### config.mk
export PLATFORM = sky130hd
export DESIGN_NAME = pwm_clk_gen_flat
export DESIGN_NICKNAME = d
export VERILOG_FILES = /design/src/rtl/pwm_clk_gen_if.sv /design/src/rtl/pwm_clk_gen.sv /design/src/flat_wrapper.sv
export SDC_FILE = /design/constraint.sdc
export NUM_CORES = 1
export LEC_CHECK = 0
export ABC_AREA = 1
export CORE_MARGIN = 10
export CORE_UTILIZATION = 45
export DETAILED_ROUTE_END_ITERATION = 7
export PLACE_DENSITY_LB_ADDON = 0.08
export SLEW_MARGIN = 20
export SYNTH_ARGS = -nofsm -noshare
export SYNTH_HDL_FRONTEND = slang
export SYNTH_SLANG_ARGS = --single-unit
### constraint.sdc
create_clock -name clk_50M -period 2.96 [get_ports clk_50M]
set_input_delay 0.74 -clock clk_50M [delete_from_list [all_inputs] [get_ports clk_50M]]
set_output_delay 0.74 -clock clk_50M [all_outputs]
set_load 0.05 [all_outputs]
### src/rtl/pwm_clk_gen_if.sv
// pwm_clk_gen_if
//   Groups the control and output signals of pwm_clk_gen so that the
//   divider can be dropped into a design as a single bus.
//
//   en          run enable (1 = run, 0 = hold counter at 0, outputs low)
//   load        one-cycle strobe capturing div_in/duty_in into the shadow
//   div_in      requested period in clk_50M cycles
//   duty_in     requested high time per channel, channel i at [i*CNT_W +: CNT_W]
//   pwm_out     registered PWM outputs, one bit per channel
//   period_tick registered one-cycle pulse per period
//   upd_pend    shadow values captured but not yet applied
//
//   master: the controlling side (drives en/load/div_in/duty_in)
//   slave : the generator itself
interface pwm_clk_gen_if #(
    parameter int CNT_W  = 8,
    parameter int NUM_CH = 2
);
    logic                    en;
    logic                    load;
    logic [CNT_W-1:0]        div_in;
    logic [NUM_CH*CNT_W-1:0] duty_in;
    logic [NUM_CH-1:0]       pwm_out;
    logic                    period_tick;
    logic                    upd_pend;

    modport master (
        output en, load, div_in, duty_in,
        input  pwm_out, period_tick, upd_pend
    );

    modport slave (
        input  en, load, div_in, duty_in,
        output pwm_out, period_tick, upd_pend
    );
endinterface

### src/rtl/pwm_clk_gen.sv
// pwm_clk_gen
//   Runtime-programmable clock divider and multi-channel PWM generator.
//   A shared period counter sets the divide ratio; each channel compares the
//   counter against its own duty value. New divide/duty values are held in a
//   shadow copy and only take effect at a period boundary (or while disabled),
//   so a running period is never truncated or stretched. With default
//   parameters channel 0 is the legacy 3.125 MHz, 50 % clock.
//
//   clk_50M  system clock, all logic on its rising edge
//   reset    synchronous, active-high reset to the default divide/duty
//   bus      pwm_clk_gen_if slave: en, load, div_in, duty_in in;
//            pwm_out, period_tick, upd_pend out (all registered)
module pwm_clk_gen #(
    parameter int CNT_W    = 8,
    parameter int NUM_CH   = 2,
    parameter int DEF_DIV  = 16,
    parameter int DEF_DUTY = 8
) (
    input logic          clk_50M,
    input logic          reset,
    pwm_clk_gen_if.slave bus
);

    localparam logic [CNT_W-1:0] DIV_RST  = CNT_W'(DEF_DIV);
    localparam logic [CNT_W-1:0] DUTY_RST = CNT_W'(DEF_DUTY);
    localparam logic [CNT_W-1:0] DIV_MIN  = CNT_W'(2);
    localparam logic [CNT_W-1:0] ONE      = CNT_W'(1);

    logic [CNT_W-1:0]  cnt;
    logic [CNT_W-1:0]  div_act;
    logic [CNT_W-1:0]  div_shd;
    logic [CNT_W-1:0]  duty_act [NUM_CH];
    logic [CNT_W-1:0]  duty_shd [NUM_CH];
    logic [NUM_CH-1:0] pwm_q;
    logic              tick_q;
    logic              pend_q;

    logic [CNT_W-1:0]  div_eff;
    logic              wrap;
    logic              apply;

    // Divide values 0 and 1 are kept as written but run as a 2-cycle period.
    always_comb begin
        div_eff = (div_act < DIV_MIN) ? DIV_MIN : div_act;
        wrap    = (cnt == div_eff - ONE);
        apply   = !bus.en || wrap;
    end

    always_ff @(posedge clk_50M) begin
        if (reset) begin
            cnt     <= '0;
            div_act <= DIV_RST;
            div_shd <= DIV_RST;
            for (int unsigned i = 0; i < NUM_CH; i++) begin
                duty_act[i] <= DUTY_RST;
                duty_shd[i] <= DUTY_RST;
            end
            pwm_q  <= '0;
            tick_q <= 1'b0;
            pend_q <= 1'b0;
        end else begin
            if (bus.en) begin
                cnt    <= wrap ? '0 : cnt + ONE;
                tick_q <= wrap;
                for (int unsigned i = 0; i < NUM_CH; i++) begin
                    pwm_q[i] <= (cnt < duty_act[i]);
                end
            end else begin
                cnt    <= '0;
                tick_q <= 1'b0;
                pwm_q  <= '0;
            end

            if (bus.load) begin
                div_shd <= bus.div_in;
                for (int unsigned i = 0; i < NUM_CH; i++) begin
                    duty_shd[i] <= bus.duty_in[i*CNT_W +: CNT_W];
                end
            end

            // A load landing on the apply edge bypasses the shadow so the
            // new values are active immediately and nothing stays pending.
            if (apply) begin
                pend_q <= 1'b0;
                if (bus.load) begin
                    div_act <= bus.div_in;
                    for (int unsigned i = 0; i < NUM_CH; i++) begin
                        duty_act[i] <= bus.duty_in[i*CNT_W +: CNT_W];
                    end
                end else begin
                    div_act <= div_shd;
                    for (int unsigned i = 0; i < NUM_CH; i++) begin
                        duty_act[i] <= duty_shd[i];
                    end
                end
            end else if (bus.load) begin
                pend_q <= 1'b1;
            end
        end
    end

    assign bus.pwm_out     = pwm_q;
    assign bus.period_tick = tick_q;
    assign bus.upd_pend    = pend_q;

endmodule
### src/flat_wrapper.sv
// flat-port wrapper written by rule: the top's interface ports become plain ports
module pwm_clk_gen_flat 
#(
    parameter int CNT_W    = 8,
    parameter int NUM_CH   = 2,
    parameter int DEF_DIV  = 16,
    parameter int DEF_DUTY = 8
)
  (clk_50M, reset, bus_en, bus_load, bus_div_in, bus_duty_in, bus_pwm_out, bus_period_tick, bus_upd_pend);
  pwm_clk_gen_if #(.CNT_W(CNT_W), .NUM_CH(NUM_CH)) bus_i ();
  input logic clk_50M;
  input logic reset;
  input wire logic [$bits(bus_i.en)-1:0] bus_en;
  input wire logic [$bits(bus_i.load)-1:0] bus_load;
  input wire logic [$bits(bus_i.div_in)-1:0] bus_div_in;
  input wire logic [$bits(bus_i.duty_in)-1:0] bus_duty_in;
  output wire logic [$bits(bus_i.pwm_out)-1:0] bus_pwm_out;
  output wire logic [$bits(bus_i.period_tick)-1:0] bus_period_tick;
  output wire logic [$bits(bus_i.upd_pend)-1:0] bus_upd_pend;
  assign bus_i.en = bus_en;
  assign bus_i.load = bus_load;
  assign bus_i.div_in = bus_div_in;
  assign bus_i.duty_in = bus_duty_in;
  assign bus_pwm_out = bus_i.pwm_out;
  assign bus_period_tick = bus_i.period_tick;
  assign bus_upd_pend = bus_i.upd_pend;
  pwm_clk_gen #(.CNT_W(CNT_W), .NUM_CH(NUM_CH), .DEF_DIV(DEF_DIV), .DEF_DUTY(DEF_DUTY)) u_core (.clk_50M(clk_50M), .reset(reset), .bus(bus_i));
endmodule
; ---- Word-level counts from Yosys, hierarchy flattened
; Memory sizes are Yosys's and may differ from the RTL's.
; Index checks and enable logic that the tools add are counted.
[word_totals]
input_bits = 28
ff_bits = 28
mem_count = 2
output_inout_bits = 4
mem_bits_rw = 32
word_cells = 46
[classes]
order_cmp = 3
n_addsub = 2
n_bitwise = 7
muxes = 20
reduce_logical = 5
eq_ne = 1
[mem_list]
columns = memory, depth, width, read_ports, rd_clocked_by_memory_dff, wr, line_no
row1 = u_core.duty_act, 2, 8, 2, 0, 2, pwm_clk_gen.sv:32  ; logic [CNT_W-1:0] duty_act [NUM_CH];
row2 = u_core.duty_shd, 2, 8, 2, 0, 2, pwm_clk_gen.sv:33  ; logic [CNT_W-1:0] duty_shd [NUM_CH];
[ops]
columns = operator, n
row1 = 8-bit 2-to-1 mux, 8
row2 = 8-bit < comparator, 2
row3 = 1-bit 2-to-1 mux, 12
row4 = 8-bit by 1-bit adder with 8-bit output (second input constant), 1
row5 = 8-bit equality test, 1
row6 = 8-bit by 2-bit < comparator with 1-bit output (second input constant), 1
row7 = 8-bit by 1-bit subtractor with 8-bit output (second input constant), 1
row8 = 1-bit OR, 6
row9 = 2-bit OR reduction, 2
row10 = 3-bit OR reduction, 1
row11 = 1-bit zero test, 1
row12 = 1-bit logical OR, 1
row13 = 1-bit NOT, 1

; ---- Depth between registers and ports, before layout
; Gate-level depths: netlist (run 1).
[depth]
depth_word = 10
mapped_depth = 19
mapped_depth_nobuf = 18

; ---- Worst setup path after synthesis (run 1)
; OpenSTA, ideal clock, no wires.
[synth_path]
path_kind = flip-flop to flip-flop
from = register u_core.div_act[2]
to = memory u_core.duty_act[0][0], enable pin
path_buffers = 1
setup_slack_ps = 596
synth_period_minus_slack_ps = 2364
path_stages_with_launch = 14
setup_ps = 305
required_time_ps = 2655
arrival_time_ps = 2060
path_cell_list = dfxtp_1 > nor2_4 > nand2_2 > nor2_4 > nor2_2 > ha_1 > xnor2_1 > nand2_1 > nand2_1 > nand3_1 > nor2_2 > nand3_4 > o21ai_4 > buf_12
[synth_lines]
columns = item, line_no
row1 = from (decl), pwm_clk_gen.sv:30  ; logic [CNT_W-1:0] div_act;
row2 = from (signal assigned), pwm_clk_gen.sv:86  ; div_act <= bus.div_in;
row3 = from (signal assigned), pwm_clk_gen.sv:91  ; div_act <= div_shd;
row4 = to (decl), pwm_clk_gen.sv:32

==> results of run 1 <==
==> through the flow <==
step / utilization / instances / hold WS (ns) / cell area [µm²] / power (mW)
finish: 0.554 / 496 / 0.478 / 3760 / 2.00
global route: 0.554 / 496 / 0.506 / 3760 / 2.11
CTS: 0.554 / 496 / 0.484 / 3760 / 2.02
detailed placement: 0.522 / 480 / 0.466 / 3550 / 1.24
global placement: 0.522 / 480 / 0.458 / 3550 / 1.24
floorplan: - / 355 / 0.445 / 3130 / 1.15
==> critical path, stage by stage, from the launching register on <==
cell     delay [ns]
dfxtp_1        0.43
inv_1          0.11
nand2_2        0.11
inv_1          0.05
nand2_2        0.07
nand2_2        0.05
ha_1           0.25
xnor2_1        0.23
nand2_1        0.08
nand2_1        0.07
nand3_1        0.07
nor2_2         0.16
nand3_4        0.12
o21ai_4        0.33
buf_12         0.20
==> area by class of cell <==
cell class | instances | area [µm²] | area share
multi-input cells | 212 | 1250 | 0.334
repair buffers | 38 | 375 | 0.0998
inverters | 74 | 278 | 0.0738
clock buffers | 13 | 169 | 0.0449
clock inverters | 3 | 43.8 | 0.0116
flip-flops and latches | 60 | 1520 | 0.404
well taps | 96 | 120 | 0.0319
==> power breakdown <==
group / switching, mW / internal, mW
sequential: 0.0275 / 0.933
combinational: 0.147 / 0.110
clock: 0.324 / 0.459
==> sequential cells by signal (all words and copies together), names as in the netlist <==
name,count
u_core.duty_act,16
u_core.duty_shd,16
u_core.cnt,8
u_core.div_act,8
u_core.div_shd,8
u_core.bus.pwm_out,2
u_core.bus.period_tick,1
u_core.bus.upd_pend,1
==> worst paths after layout <==
check,startpoint,slack [ns],end,cells past startpoint
hold reg to reg,u_core.div_shd[6],0.48,u_core.div_shd[6],2
hold / removal,u_core.div_shd[6],0.48,u_core.div_shd[6],2
setup reg to reg,u_core.div_act[1],0.33,u_core.duty_act[0][10],14
setup / recovery,u_core.div_act[1],0.33,u_core.duty_act[0][10],14
==> per-layer routing <==
metal / track usage / share of wire
met1: 0.169 / 0.49
met4: 0.0556 / 0.021
met5: 0 / 0
met3: 0.0272 / 0.028
met2: 0.208 / 0.46
==> logic make-up (layout without fill, tap and decap cells) <==
logic type / Yosys count / after routing / synth area share
AO/OA/AOI/OAI: 34 / 34 / 0.0811
XOR/XNOR: 5 / 5 / 0.0140
adder cells (fa/ha/maj): 16 / 16 / 0.0639
buffers and inverters: 83 / 128 / 0.113
flip-flops: 60 / 60 / 0.486
AND/OR/NAND/NOR: 157 / 157 / 0.242
==> layout by cell type, fill, tap and decap left out, drive strengths merged, types with 2 or more instances in the layout <==
cell type      instances
dfxtp                 28
ha                    16
o21bai                 3
xnor2                  2
inv                   74
clkbuf                13
edfxtp                32
buf                    7
xor2                   3
nand4                  3
a21oi                  9
a31oi                  2
nor3                   7
nor2                  30
nand3b                 3
nand2                 84
nand3                 26
or2                    3
a22oi                 11
o21ai                  7
clkdlybuf4s50         31
==> impl_metrics.env, run 1 <==
export IMPL_drive_above_1_share=0.138
export IMPL_status="finished clean"
export IMPL_nFillCells=618
export IMPL_fin_tns_setup_ns=0
export IMPL_hold_violations=0
export IMPL_synthCells=355
export IMPL_final_nets=439
export IMPL_yosys_top_cells_area="edfxtp_1, dfxtp_1, nand2_1"
export IMPL_slew_violations=0
export IMPL_gp_congestion=0.826
export IMPL_core_um2=6790
export IMPL_synth_edff_count=32
export IMPL_clk_path_buf_depth=2
export IMPL_clkTransAtPathRegs_ns=0.07
export IMPL_rsz0062_at_grt="no"
export IMPL_pre_cts_ws_ns=0.341
export IMPL_power_density_nw_per_um2=532
export IMPL_arrival_ns=2.68
export IMPL_postRouteWirelength_um=6080
export IMPL_die_area_um2=10700
export IMPL_portBuffers=31
export IMPL_via_count=2257
export IMPL_fp_row_count=30
export IMPL_dp_hpwl_um=4720
export IMPL_vias_per_cell=4.55
export IMPL_slew_headroom=0.661
export IMPL_hold_path_class="flop to flop"
export IMPL_cp_start_kind="flop"
export IMPL_grt_pass1_vias=2306
export IMPL_antenna_found_initial=0
export IMPL_ioPinCount=32
export IMPL_crit_required_ns=3.00
export IMPL_worstMarginPinSlew_ns=0.507
export IMPL_worstSetupPathType="flop to flop"
export IMPL_max_clock_freq_mhz=380
export IMPL_synth_top_area_share=0.307
export IMPL_synth_main_ff_cell="edfxtp_1"
export IMPL_clock_skew_ns=0.00894
export IMPL_yosysSeqAreaShare=0.486
export IMPL_grt_usage=0.131
export IMPL_grt_pass1_wl_um=10900
export IMPL_syn_avg_cell_area_um2=8.82
export IMPL_wl_per_cell_um=12.3
export IMPL_antenna_cells=0
export IMPL_yosysMostFrequentCell="nand2_1"
export IMPL_async_flop_share=0
export IMPL_cap_violations=0
export IMPL_ir_drop_uv=272
export IMPL_cts_sinks=60
export IMPL_synth_seq_cells=60
export IMPL_netlist_area_um2=3130
export IMPL_grt_ovfl_total=0
export IMPL_cts_hold_buffers=0
export IMPL_worstSetupEndpointType="flop"
export IMPL_grt_max_degree=24
export IMPL_timing_final_crit_share=0.889
export IMPL_syn_to_final_growth_pct=20.2
export IMPL_cts_tree="built"
export IMPL_drc=0
export IMPL_p_leak_nw=1.78
export IMPL_synth_warnings=0
export IMPL_setup_violations=0
export IMPL_cts_buffers=9
export IMPL_drtIter0Drc=69
export IMPL_synth_cell_types=37
export IMPL_first_pass_iters=4
export IMPL_min_period_ns=2.63
export IMPL_timing_final_ws_setup_ns=0.328
export IMPL_postCtsSetupBuffers=0
export IMPL_h_tree_depth=3
export IMPL_root_buffer="clkbuf_8"
export IMPL_die_h_um=103
export IMPL_synth_top_area_cell="edfxtp_1"
export IMPL_cts_resized=0
export IMPL_synthTopCellsByCount="nand2_1, inv_1, edfxtp_1, dfxtp_1, nand3_1"
export IMPL_ant_nets=0
export IMPL_clock_latency_ns=0.34
export IMPL_start_util=0.461
export IMPL_critPathMaxFanout=17
export IMPL_die_w_um=103
export IMPL_synth_nets=399
No activity file was read; power rests on OpenSTA's default activity.
==> run 2: changes to the inputs <==
CTS_CLUSTER_SIZE = 10   (was default)
==> results of run 2 <==
Same layout as run 1: the final DEF is identical, and so are final timing and power.
